## src/rtl/mips_uart_if.sv

```systemverilog
// mips_uart_if: device-controller side of the MIPS789 UART.
//   din/txd_ld   : byte and one-cycle load strobe for the transmitter
//   rxd_ft       : level-sensitive clear of rxd_rdy / rx_ovr
//   txd_busy     : transmitter is sending a frame
//   rxd_rdy/dout : received byte is held in dout
//   rx_ovr       : sticky overrun, rx_ferr : one-cycle framing-error pulse
// master = device controller, slave = UART.
interface mips_uart_if;
   logic [7:0] din;
   logic       txd_ld;
   logic       rxd_ft;
   logic       txd_busy;
   logic       rxd_rdy;
   logic [7:0] dout;
   logic       rx_ovr;
   logic       rx_ferr;

   modport master (
      output din, txd_ld, rxd_ft,
      input  txd_busy, rxd_rdy, dout, rx_ovr, rx_ferr
   );

   modport slave (
      input  din, txd_ld, rxd_ft,
      output txd_busy, rxd_rdy, dout, rx_ovr, rx_ferr
   );
endinterface

```

## src/rtl/mips_uart.sv

```systemverilog
// mips_uart: 8N1 UART with one transmitter and one mid-bit sampling
// receiver sharing a single baud divisor.
//   clk, rst  : clock (rising edge), asynchronous active-high reset
//   ser_rxd   : serial receive pin (asynchronous, idle 1)
//   ser_txd   : serial transmit pin (idle 1)
//   bus       : controller side (din, txd_ld, rxd_ft, txd_busy, rxd_rdy,
//               dout, rx_ovr, rx_ferr), see mips_uart_if
// Baud counters load a cycle count N and expire on the N-th cycle after
// the load (count reaches 1), so a load of BAUD_DIV gives one bit time.
module mips_uart #(
   parameter int BAUD_DIV = 434,
   parameter int HALF_DIV = BAUD_DIV / 2
) (
   input  logic       clk,
   input  logic       rst,
   input  logic       ser_rxd,
   output logic       ser_txd,
   mips_uart_if.slave bus
);
   localparam int            CW      = $clog2(BAUD_DIV + 1);
   localparam logic [CW-1:0] BAUD_LD = CW'(BAUD_DIV);
   localparam logic [CW-1:0] HALF_LD = CW'(HALF_DIV);
   localparam logic [CW-1:0] ONE     = CW'(1);

   // ---------------- transmitter ----------------
   typedef enum logic [1:0] {T_IDLE, T_START, T_DATA, T_STOP} tx_state_t;

   tx_state_t     t_st;
   logic [CW-1:0] t_cnt;
   logic [2:0]    t_bit;
   logic [7:0]    t_sr;
   logic          txd_q;
   logic          busy_q;
   logic          t_exp;

   assign t_exp        = (t_cnt == ONE);
   assign ser_txd      = txd_q;
   assign bus.txd_busy = busy_q;

   always_ff @(posedge clk or posedge rst) begin
      if (rst) begin
         t_st   <= T_IDLE;
         t_cnt  <= '0;
         t_bit  <= '0;
         t_sr   <= '0;
         txd_q  <= 1'b1;
         busy_q <= 1'b0;
      end else begin
         case (t_st)
            T_IDLE: begin
               if (bus.txd_ld) begin
                  t_sr   <= bus.din;
                  t_cnt  <= BAUD_LD;
                  txd_q  <= 1'b0;
                  busy_q <= 1'b1;
                  t_st   <= T_START;
               end
            end
            T_START: begin
               if (t_exp) begin
                  t_cnt <= BAUD_LD;
                  t_bit <= '0;
                  txd_q <= t_sr[0];
                  t_st  <= T_DATA;
               end else begin
                  t_cnt <= t_cnt - ONE;
               end
            end
            T_DATA: begin
               if (t_exp) begin
                  t_cnt <= BAUD_LD;
                  if (t_bit == 3'd7) begin
                     txd_q <= 1'b1;
                     t_st  <= T_STOP;
                  end else begin
                     t_bit <= t_bit + 3'd1;
                     txd_q <= t_sr[t_bit + 3'd1];
                  end
               end else begin
                  t_cnt <= t_cnt - ONE;
               end
            end
            T_STOP: begin
               if (t_exp) begin
                  // A load arriving as busy falls chains straight into the
                  // next start bit, with no idle cycle on the line.
                  if (bus.txd_ld) begin
                     t_sr  <= bus.din;
                     t_cnt <= BAUD_LD;
                     txd_q <= 1'b0;
                     t_st  <= T_START;
                  end else begin
                     busy_q <= 1'b0;
                     t_st   <= T_IDLE;
                  end
               end else begin
                  t_cnt <= t_cnt - ONE;
               end
            end
            default: t_st <= T_IDLE;
         endcase
      end
   end

   // ---------------- receiver ----------------
   typedef enum logic [2:0] {R_IDLE, R_START, R_DATA, R_STOP, R_WAIT} rx_state_t;

   logic          rx_m;
   logic          rxd_s;
   rx_state_t     r_st;
   logic [CW-1:0] r_cnt;
   logic [2:0]    r_bit;
   logic [7:0]    r_sr;
   logic          r_exp;
   logic          r_done;
   logic [7:0]    dout_q;
   logic          rdy_q;
   logic          ovr_q;
   logic          ferr_q;

   assign r_exp       = (r_cnt == ONE);
   assign r_done      = (r_st == R_STOP) && r_exp && rxd_s;
   assign bus.dout    = dout_q;
   assign bus.rxd_rdy = rdy_q;
   assign bus.rx_ovr  = ovr_q;
   assign bus.rx_ferr = ferr_q;

   // Two-stage synchronizer; reset to the idle level so no false start.
   always_ff @(posedge clk or posedge rst) begin
      if (rst) begin
         rx_m  <= 1'b1;
         rxd_s <= 1'b1;
      end else begin
         rx_m  <= ser_rxd;
         rxd_s <= rx_m;
      end
   end

   always_ff @(posedge clk or posedge rst) begin
      if (rst) begin
         r_st   <= R_IDLE;
         r_cnt  <= '0;
         r_bit  <= '0;
         r_sr   <= '0;
         ferr_q <= 1'b0;
      end else begin
         ferr_q <= 1'b0;
         case (r_st)
            R_IDLE: begin
               if (!rxd_s) begin
                  r_cnt <= HALF_LD;
                  r_st  <= R_START;
               end
            end
            R_START: begin
               if (r_exp) begin
                  if (rxd_s) begin
                     r_st <= R_IDLE;      // glitch, not a start bit
                  end else begin
                     r_cnt <= BAUD_LD;
                     r_bit <= '0;
                     r_st  <= R_DATA;
                  end
               end else begin
                  r_cnt <= r_cnt - ONE;
               end
            end
            R_DATA: begin
               if (r_exp) begin
                  r_sr  <= {rxd_s, r_sr[7:1]};
                  r_cnt <= BAUD_LD;
                  if (r_bit == 3'd7) r_st <= R_STOP;
                  else               r_bit <= r_bit + 3'd1;
               end else begin
                  r_cnt <= r_cnt - ONE;
               end
            end
            R_STOP: begin
               if (r_exp) begin
                  if (rxd_s) begin
                     r_st <= R_IDLE;
                  end else begin
                     ferr_q <= 1'b1;
                     r_st   <= R_WAIT;
                  end
               end else begin
                  r_cnt <= r_cnt - ONE;
               end
            end
            // Hold off until the line goes high so a held break cannot
            // look like a stream of new start bits.
            R_WAIT: if (rxd_s) r_st <= R_IDLE;
            default: r_st <= R_IDLE;
         endcase
      end
   end

   // Status flags: rxd_ft clears, a completing byte sets (set wins), and a
   // byte landing on an unread one raises the sticky overrun.
   always_ff @(posedge clk or posedge rst) begin
      if (rst) begin
         dout_q <= '0;
         rdy_q  <= 1'b0;
         ovr_q  <= 1'b0;
      end else if (r_done) begin
         dout_q <= r_sr;
         rdy_q  <= 1'b1;
         if (rdy_q && !bus.rxd_ft) ovr_q <= 1'b1;
         else if (bus.rxd_ft)      ovr_q <= 1'b0;
      end else if (bus.rxd_ft) begin
         rdy_q <= 1'b0;
         ovr_q <= 1'b0;
      end
   end
endmodule

```

## src/flat_wrapper.sv

```systemverilog
// flat-port wrapper written by rule: the top's interface ports become plain ports
module mips_uart_flat 
#(
   parameter int BAUD_DIV = 434,
   parameter int HALF_DIV = BAUD_DIV / 2
)
  (clk, rst, ser_rxd, ser_txd, bus_din, bus_txd_ld, bus_rxd_ft, bus_txd_busy, bus_rxd_rdy, bus_dout, bus_rx_ovr, bus_rx_ferr);
  mips_uart_if bus_i ();
  input  logic clk;
  input  logic rst;
  input  logic ser_rxd;
  output logic ser_txd;
  input wire logic [$bits(bus_i.din)-1:0] bus_din;
  input wire logic [$bits(bus_i.txd_ld)-1:0] bus_txd_ld;
  input wire logic [$bits(bus_i.rxd_ft)-1:0] bus_rxd_ft;
  output wire logic [$bits(bus_i.txd_busy)-1:0] bus_txd_busy;
  output wire logic [$bits(bus_i.rxd_rdy)-1:0] bus_rxd_rdy;
  output wire logic [$bits(bus_i.dout)-1:0] bus_dout;
  output wire logic [$bits(bus_i.rx_ovr)-1:0] bus_rx_ovr;
  output wire logic [$bits(bus_i.rx_ferr)-1:0] bus_rx_ferr;
  assign bus_i.din = bus_din;
  assign bus_i.txd_ld = bus_txd_ld;
  assign bus_i.rxd_ft = bus_rxd_ft;
  assign bus_txd_busy = bus_i.txd_busy;
  assign bus_rxd_rdy = bus_i.rxd_rdy;
  assign bus_dout = bus_i.dout;
  assign bus_rx_ovr = bus_i.rx_ovr;
  assign bus_rx_ferr = bus_i.rx_ferr;
  mips_uart #(.BAUD_DIV(BAUD_DIV), .HALF_DIV(HALF_DIV)) u_core (.clk(clk), .rst(rst), .ser_rxd(ser_rxd), .ser_txd(ser_txd), .bus(bus_i));
endmodule
```

## config.mk

```make
export PLATFORM = sky130hd
export DESIGN_NAME = mips_uart_flat
export DESIGN_NICKNAME = d
export VERILOG_FILES = /design/src/rtl/mips_uart_if.sv /design/src/rtl/mips_uart.sv /design/src/flat_wrapper.sv
export SDC_FILE = /design/constraint.sdc
export NUM_CORES = 1
export LEC_CHECK = 0
export CORE_MARGIN = 2
export CORE_UTILIZATION = 30
export DETAILED_ROUTE_END_ITERATION = 8
export HOLD_SLACK_MARGIN = 0.08
export PLACE_DENSITY = 0.52
export SLEW_MARGIN = 30
export SYNTH_ARGS = -nofsm -noshare
export SYNTH_HDL_FRONTEND = slang
export SYNTH_SLANG_ARGS = --single-unit
```

## constraint.sdc

```tcl
create_clock -name clk -period 2.6 [get_ports clk]
set_input_delay 0.26 -clock clk [delete_from_list [all_inputs] [get_ports clk]]
set_output_delay 0.26 -clock clk [all_outputs]
set_load 0.01 [all_outputs]
```

==> impl_metrics.env, run 1 <==
export IMPL_hpwl_um=5110
export IMPL_power_switching_mw=1.17
export IMPL_totalPowerFinal_mw=3.39
export IMPL_final_core_util_pct=37.2
export IMPL_netlist_cell_type_count=61
export IMPL_required_ps=2820
export IMPL_cts_tree="yes"
export IMPL_hold_ws_ps=316
export IMPL_outcome="complete, no violations"
export IMPL_synth_edf_count=0
export IMPL_drt_pass1_iter_count=5
export IMPL_port_buffers=25
export IMPL_power_frac_clock_pct=27.8
export IMPL_post_drt_wl_per_cell_um=14.6
export IMPL_vias=2546
export IMPL_grt_ovfl_total=0
export IMPL_cts_resized=0
export IMPL_fill_cells=1106
export IMPL_power_frac_comb_pct=34.9
export IMPL_clock_skew_ps=8.06
export IMPL_multi_input_area_um2=1650
export IMPL_startpoint="u_core.r_cnt[1]$_DFFE_PP0P_"
export IMPL_ys_warn_count=0
export IMPL_timing_rr_start="u_core.r_cnt[1]$_DFFE_PP0P_"
export IMPL_yosys_register_bits=60
export IMPL_cts_max_path_buffers=2
export IMPL_grt_pass1_wl_um=12200
export IMPL_grt_pass1_vias=2446
export IMPL_core_rowCount=38
export IMPL_synth_ff_type="dfrtp_1"
export IMPL_drc=0
export IMPL_core_um2=10700
export IMPL_netSwitchingFraction_pct=34.4
export IMPL_maxSlewViolCount=0
export IMPL_clk_latency_ps=340
export IMPL_sequentialPowerShare_pct=37.3
export IMPL_synth_yosys_seq_area_share_pct=45.8
export IMPL_critical_path_class="register to register"
export IMPL_drt_initial_drc_count=130
export IMPL_fin_crit_sh_pct=85.6
export IMPL_cp_max_fo=10
export IMPL_synth_nets=336
export IMPL_totalWireLength_um=7200
export IMPL_clkSinkCount=60
export IMPL_start_kind="register"
export IMPL_grt_usage_pct=13.1
export IMPL_syn_inst=311
export IMPL_power_leakage_nw=1.69
export IMPL_clockRootBuffer="clkbuf_8"
export IMPL_cts_buffers=9
export IMPL_final_nets=374
export IMPL_cts_setup_buffers=0
export IMPL_syn_area_per_cell_um2=10.6
export IMPL_vias_per_cell=5.15
export IMPL_antenna_found_initial=0
export IMPL_fin_tns_setup_ps=0
export IMPL_dieArea_um2=11800
export IMPL_crit_path_end_kind="register"
export IMPL_fmax_mhz=449
export IMPL_antenna_cells=0
export IMPL_initial_core_util_pct=30.6
export IMPL_max_cap_violations=0
export IMPL_hp_class="input pin to asynchronous set/reset pin"
export IMPL_worst_pin_slew_ps=589
export IMPL_max_slew_margin_pct=60.8
export IMPL_power_density_nw_per_um2=849
export IMPL_ctsHoldBuffers=0
export IMPL_finalHoldViolations=0
export IMPL_grt_max_degree=32
export IMPL_area_growth_pct=21.6
export IMPL_async_flop_share_pct=100
export IMPL_h_tree_depth=3
export IMPL_fp_dieW_um=109
export IMPL_die_height_um=109
export IMPL_syn_cell_area_um2=3290
export IMPL_drive_gt1_share_pct=21.8
export IMPL_vdd_ir_drop_max_mv=0.358
export IMPL_ioPinCount=26
export IMPL_cell_internal_pwr_mw=2.22
export IMPL_gp_congestion=0.885
export IMPL_setup_violations=0
export IMPL_fin_crit_ps=2230
export IMPL_drtAntennaViolNets=0
export IMPL_clk_pin_slew_ps=70
export IMPL_regArea_um2=1510
export IMPL_grt_setup_unrepaired="no"
export IMPL_arrival_ps=2450
==> cell usage after synthesis (all sizes together), types with 3 or more instances <==
| library cell | number | area (um2) |
|---|---|---|
| o21bai | 3 | 22.5 |
| a2bb2oi | 3 | 26.3 |
| a31o | 3 | 26.3 |
| dfrtp | 57 | 1430 |
| nor3 | 13 | 70.1 |
| nor2 | 20 | 75.1 |
| a2111oi | 3 | 26.3 |
| nand3 | 7 | 35.0 |
| clkbuf | 11 | 42.5 |
| nand2 | 13 | 48.8 |
| inv | 21 | 78.8 |
| nor4b | 3 | 38.8 |
| nand2b | 5 | 31.3 |
| a21oi | 18 | 93.8 |
| a31oi | 9 | 56.3 |
| dfstp | 3 | 78.8 |
| mux2i | 4 | 40.0 |
| o32a | 3 | 30.0 |
| o31ai | 3 | 22.5 |
| nor4 | 6 | 58.8 |
| a211oi | 7 | 52.6 |
| a22o | 3 | 26.3 |
| o21ai | 12 | 60.1 |
| mux2 | 28 | 315 |
| ha | 12 | 150 |
==> worst paths after layout <==
path                       slack, ps  cells past startpoint                        endpoint
setup / recovery                 370                      6  u_core.bus.dout[1]$_DFFE_PP0P_
hold / removal                   320                      3      u_core.t_st[1]$_DFFE_PP0P_
setup reg to reg                 370                      6  u_core.bus.dout[1]$_DFFE_PP0P_
hold reg to reg                  360                      0          u_core.rxd_s$_DFF_PP1_
max in group asynchronous       1920                      3          u_core.rxd_s$_DFF_PP1_
min in group clk                 320                      1           u_core.rx_m$_DFF_PP1_
==> cells in the final DEF, fill, tap and decap left out, types with 3 or more instances in the layout <==
master,netlist,final
nor2_1,20,20
nand2b_1,5,5
o31ai_1,3,3
o21ai_0,12,12
dfstp_2,3,3
a31oi_1,9,9
a2111oi_0,3,3
nand2_1,13,13
o32a_1,3,3
o21bai_1,3,3
ha_1,12,12
clkdlybuf4s50_1,0,25
clkbuf_8,0,9
a31o_2,3,3
nor3_1,12,12
nor4_1,4,4
a22o_1,3,3
mux2i_1,4,4
dfrtp_1,57,57
buf_4,0,15
a2bb2oi_1,3,3
a21oi_1,17,17
inv_1,21,20
a211oi_1,7,7
mux2_2,28,28
nand3_1,7,7
==> flip-flops by register name (all words and copies together), names as in the netlist <==
signal,flops
u_core.r_sr,8
u_core.bus.txd_busy,1
u_core.t_bit,3
u_core.r_cnt,9
u_core.bus.rx_ferr,1
u_core.bus.dout,8
u_core.t_sr,8
u_core.r_st,3
u_core.rxd_s,1
u_core.t_cnt,9
u_core.ser_txd,1
u_core.t_st,2
u_core.bus.rxd_rdy,1
u_core.rx_m,1
u_core.bus.rx_ovr,1
u_core.r_bit,3
==> kinds of logic after synthesis <==
logic type,synth area share (%)
adders and majority gates,4.57
and+or+nand+nor,14.2
xor gates and xnor gates,0.267
AOI/OAI and AO/OA,19.0
DFF,45.8
muxes,12.2
buffers and inverters,3.96
==> worst max-delay path, cell delays in order (launching register included) <==
cell and delay [ps]:
dfrtp_1 410, inv_1 100, ha_1 230, or4b_1 560, nor4_4 240, buf_4 220
mux2_2 350
==> stage by stage <==
stage | setup slack [ps] | cells | instance area [um2]
after floorplan | 445 | 311 | 3290
after global placement | 463 | 478 | 3770
after detailed placement | 393 | 478 | 3770
after CTS | 378 | 494 | 4000
after global routing | 225 | 494 | 4000
final | 373 | 494 | 4000
==> cell type report <==
class	instances	share of cell area, %
Inverter	21	1.97
Timing Repair Buffer	40	9.08
Multi-Input combinational cell	217	41.3
Tap cell	140	4.38
Clock buffer	9	3.10
Sequential cell	60	37.7
Clock inverter	7	2.47
==> power by group through the flow <==
stage                     registers, mW  clock network (mW)  logic (mW)
after floorplan                    1.25                   0       0.854
after global routing               1.29                1.03        1.32
final                              1.27               0.943        1.19
after detailed placement           1.28                   0        1.18
after CTS                          1.26               0.981        1.19
after global placement             1.28                   0        1.17
==> layer usage <==
| metal | global-route usage [%] | part of all wire, % |
|---|---|---|
| met5 | 0 | 0 |
| met4 | 3.11 | 0.76 |
| met3 | 4.06 | 3.8 |
| met2 | 20.8 | 48 |
| met1 | 17.5 | 47 |
(Power assumes the default switching activity.)
==> run 2, diff against run 1 <==
CORE_ASPECT_RATIO = 1.2   (was default)
==> run 2 against run 1 <==
- sequential share of layout area decreased by 0.60 points
- worst setup slack improved by 38 ps
- register-to-register slack improved by 40 ps
- global-route usage decreased by 0.40 points
- sequential cell count unchanged
- combinational power about the same
- count of clock-buffer cells in the layout increased by 3
- final cell count decreased by 2.6%
- maximum frequency increased by 1.8%
- design area increased by 1.6%
- highest routed layer unchanged
==> impl_metrics.env, run 2 (synthesis gave the netlist of run 1 again) <==
export IMPL_outcome="complete, no violations"
export IMPL_drt_initial_drc_count=130
export IMPL_gp_congestion=0.847
export IMPL_ioPinCount=26
export IMPL_drc=0
export IMPL_required_ps=2810
export IMPL_port_buffers=25
export IMPL_vias=2611
export IMPL_drive_gt1_share_pct=21.0
export IMPL_vias_per_cell=5.43
export IMPL_h_tree_depth=3
export IMPL_cts_buffers=9
export IMPL_area_growth_pct=23.6
export IMPL_final_core_util_pct=38.2
export IMPL_grt_usage_pct=12.7
export IMPL_drt_pass1_iter_count=4
export IMPL_arrival_ps=2400
export IMPL_initial_core_util_pct=30.9
export IMPL_fin_crit_sh_pct=84.2
export IMPL_finalHoldViolations=0
export IMPL_cp_max_fo=10
export IMPL_power_density_nw_per_um2=900
export IMPL_clk_latency_ps=330
export IMPL_dieArea_um2=11800
export IMPL_reg_top3="u_core.r_cnt x9, u_core.t_cnt x9"
export IMPL_clock_skew_ps=10.2
export IMPL_start_kind="register"
export IMPL_core_um2=10600
export IMPL_power_leakage_nw=1.73
export IMPL_fp_dieW_um=99.5
export IMPL_hpwl_um=5100
export IMPL_layout_common_cells="dfrtp_1, mux2_2, clkdlybuf4s50_1"
export IMPL_core_rowCount=41
export IMPL_fmax_mhz=457
export IMPL_final_nets=372
export IMPL_cts_setup_buffers=0
export IMPL_cts_max_path_buffers=2
export IMPL_setup_violations=0
export IMPL_clkSinkCount=60
export IMPL_layout_commonest_cell="dfrtp_1"
export IMPL_fin_crit_ps=2190
export IMPL_die_height_um=119
export IMPL_fin_tns_setup_ps=0
export IMPL_critical_path_class="register to register"
export IMPL_vdd_ir_drop_max_mv=0.310
export IMPL_post_drt_wl_per_cell_um=15.3
export IMPL_grt_pass1_wl_um=12100
export IMPL_grt_pass1_vias=2443
export IMPL_clockRootBuffer="clkbuf_16"
export IMPL_antenna_found_initial=0
export IMPL_grt_setup_unrepaired="no"
export IMPL_cts_resized=0
export IMPL_antenna_cells=0
export IMPL_totalWireLength_um=7370
export IMPL_cts_tree="yes"
export IMPL_worst_pin_slew_ps=582
export IMPL_max_cap_violations=0
export IMPL_clk_pin_slew_ps=50
export IMPL_ctsHoldBuffers=0
export IMPL_max_slew_margin_pct=61.2
export IMPL_drtAntennaViolNets=0
export IMPL_grt_ovfl_total=0
export IMPL_grt_max_degree=61
export IMPL_maxSlewViolCount=0
export IMPL_hp_class="input pin to asynchronous set/reset pin"
export IMPL_crit_path_end_kind="register"
-- run 2: worst paths after layout --
| check | end | startpoint | cells past startpoint | slack [ps] |
|---|---|---|---|---|
| setup / recovery | u_core.bus.dout[7]$_DFFE_PP0P_ | u_core.r_cnt[0]$_DFFE_PP0P_ | 5 | 410 |
| min in group clk | u_core.rx_m$_DFF_PP1_ | ser_rxd | 1 | 340 |
| hold reg to reg | u_core.rxd_s$_DFF_PP1_ | u_core.rx_m$_DFF_PP1_ | 0 | 350 |
| max in group asynchronous | u_core.rx_m$_DFF_PP1_ | rst | 3 | 1960 |
| hold / removal | u_core.t_cnt[6]$_DFF_PP0_ | rst | 3 | 300 |
| setup reg to reg | u_core.bus.dout[7]$_DFFE_PP0P_ | u_core.r_cnt[0]$_DFFE_PP0P_ | 5 | 410 |
-- run 2: worst max-delay path, cell delays in order, from the launching register on --
cell and delay, ps:
dfrtp_1 450, ha_1 260, or4b_1 560, nor4_4 230, buf_4 220, mux2_2 350
-- run 2: report_power, final --
| group | leakage, nW | switching (mW) | internal (mW) |
|---|---|---|---|
| clock network | 0.149 | 0.411 | 0.790 |
| registers | 0.765 | 0.155 | 1.12 |
| logic | 0.814 | 0.615 | 0.564 |
-- run 2: cell type report --
cell class / instances / area [um2]
clock buffer: 12 / 256
clock inverter: 4 / 47.5
fill: 1042 / 6560
inverter: 21 / 78.8
multi-input combinational: 217 / 1650
sequential: 60 / 1510
tap: 129 / 161
timing repair buffer: 38 / 360
-- run 2: layer usage --
layer | global-route usage [%] | routed length [um] | part of all wire, %
met5 | 0 | 0 | 0
met4 | 4.62 | 204 | 2.8
met3 | 4.32 | 264 | 3.6
met2 | 20.8 | 3580 | 49
met1 | 15.5 | 3320 | 45
-- run 2: metrics by stage --
step	total power, mW	std cells	setup WS [ps]	instance area [um2]	hold slack [ps]
6_report	3.65	481	412	4060	303
5_1_grt	3.90	481	320	4060	340
4_1_cts	3.69	481	408	4060	337
3_5_place_dp	2.46	465	418	3760	347
3_3_place_gp	2.45	465	465	3760	346
2_1_floorplan	2.10	311	445	3290	264
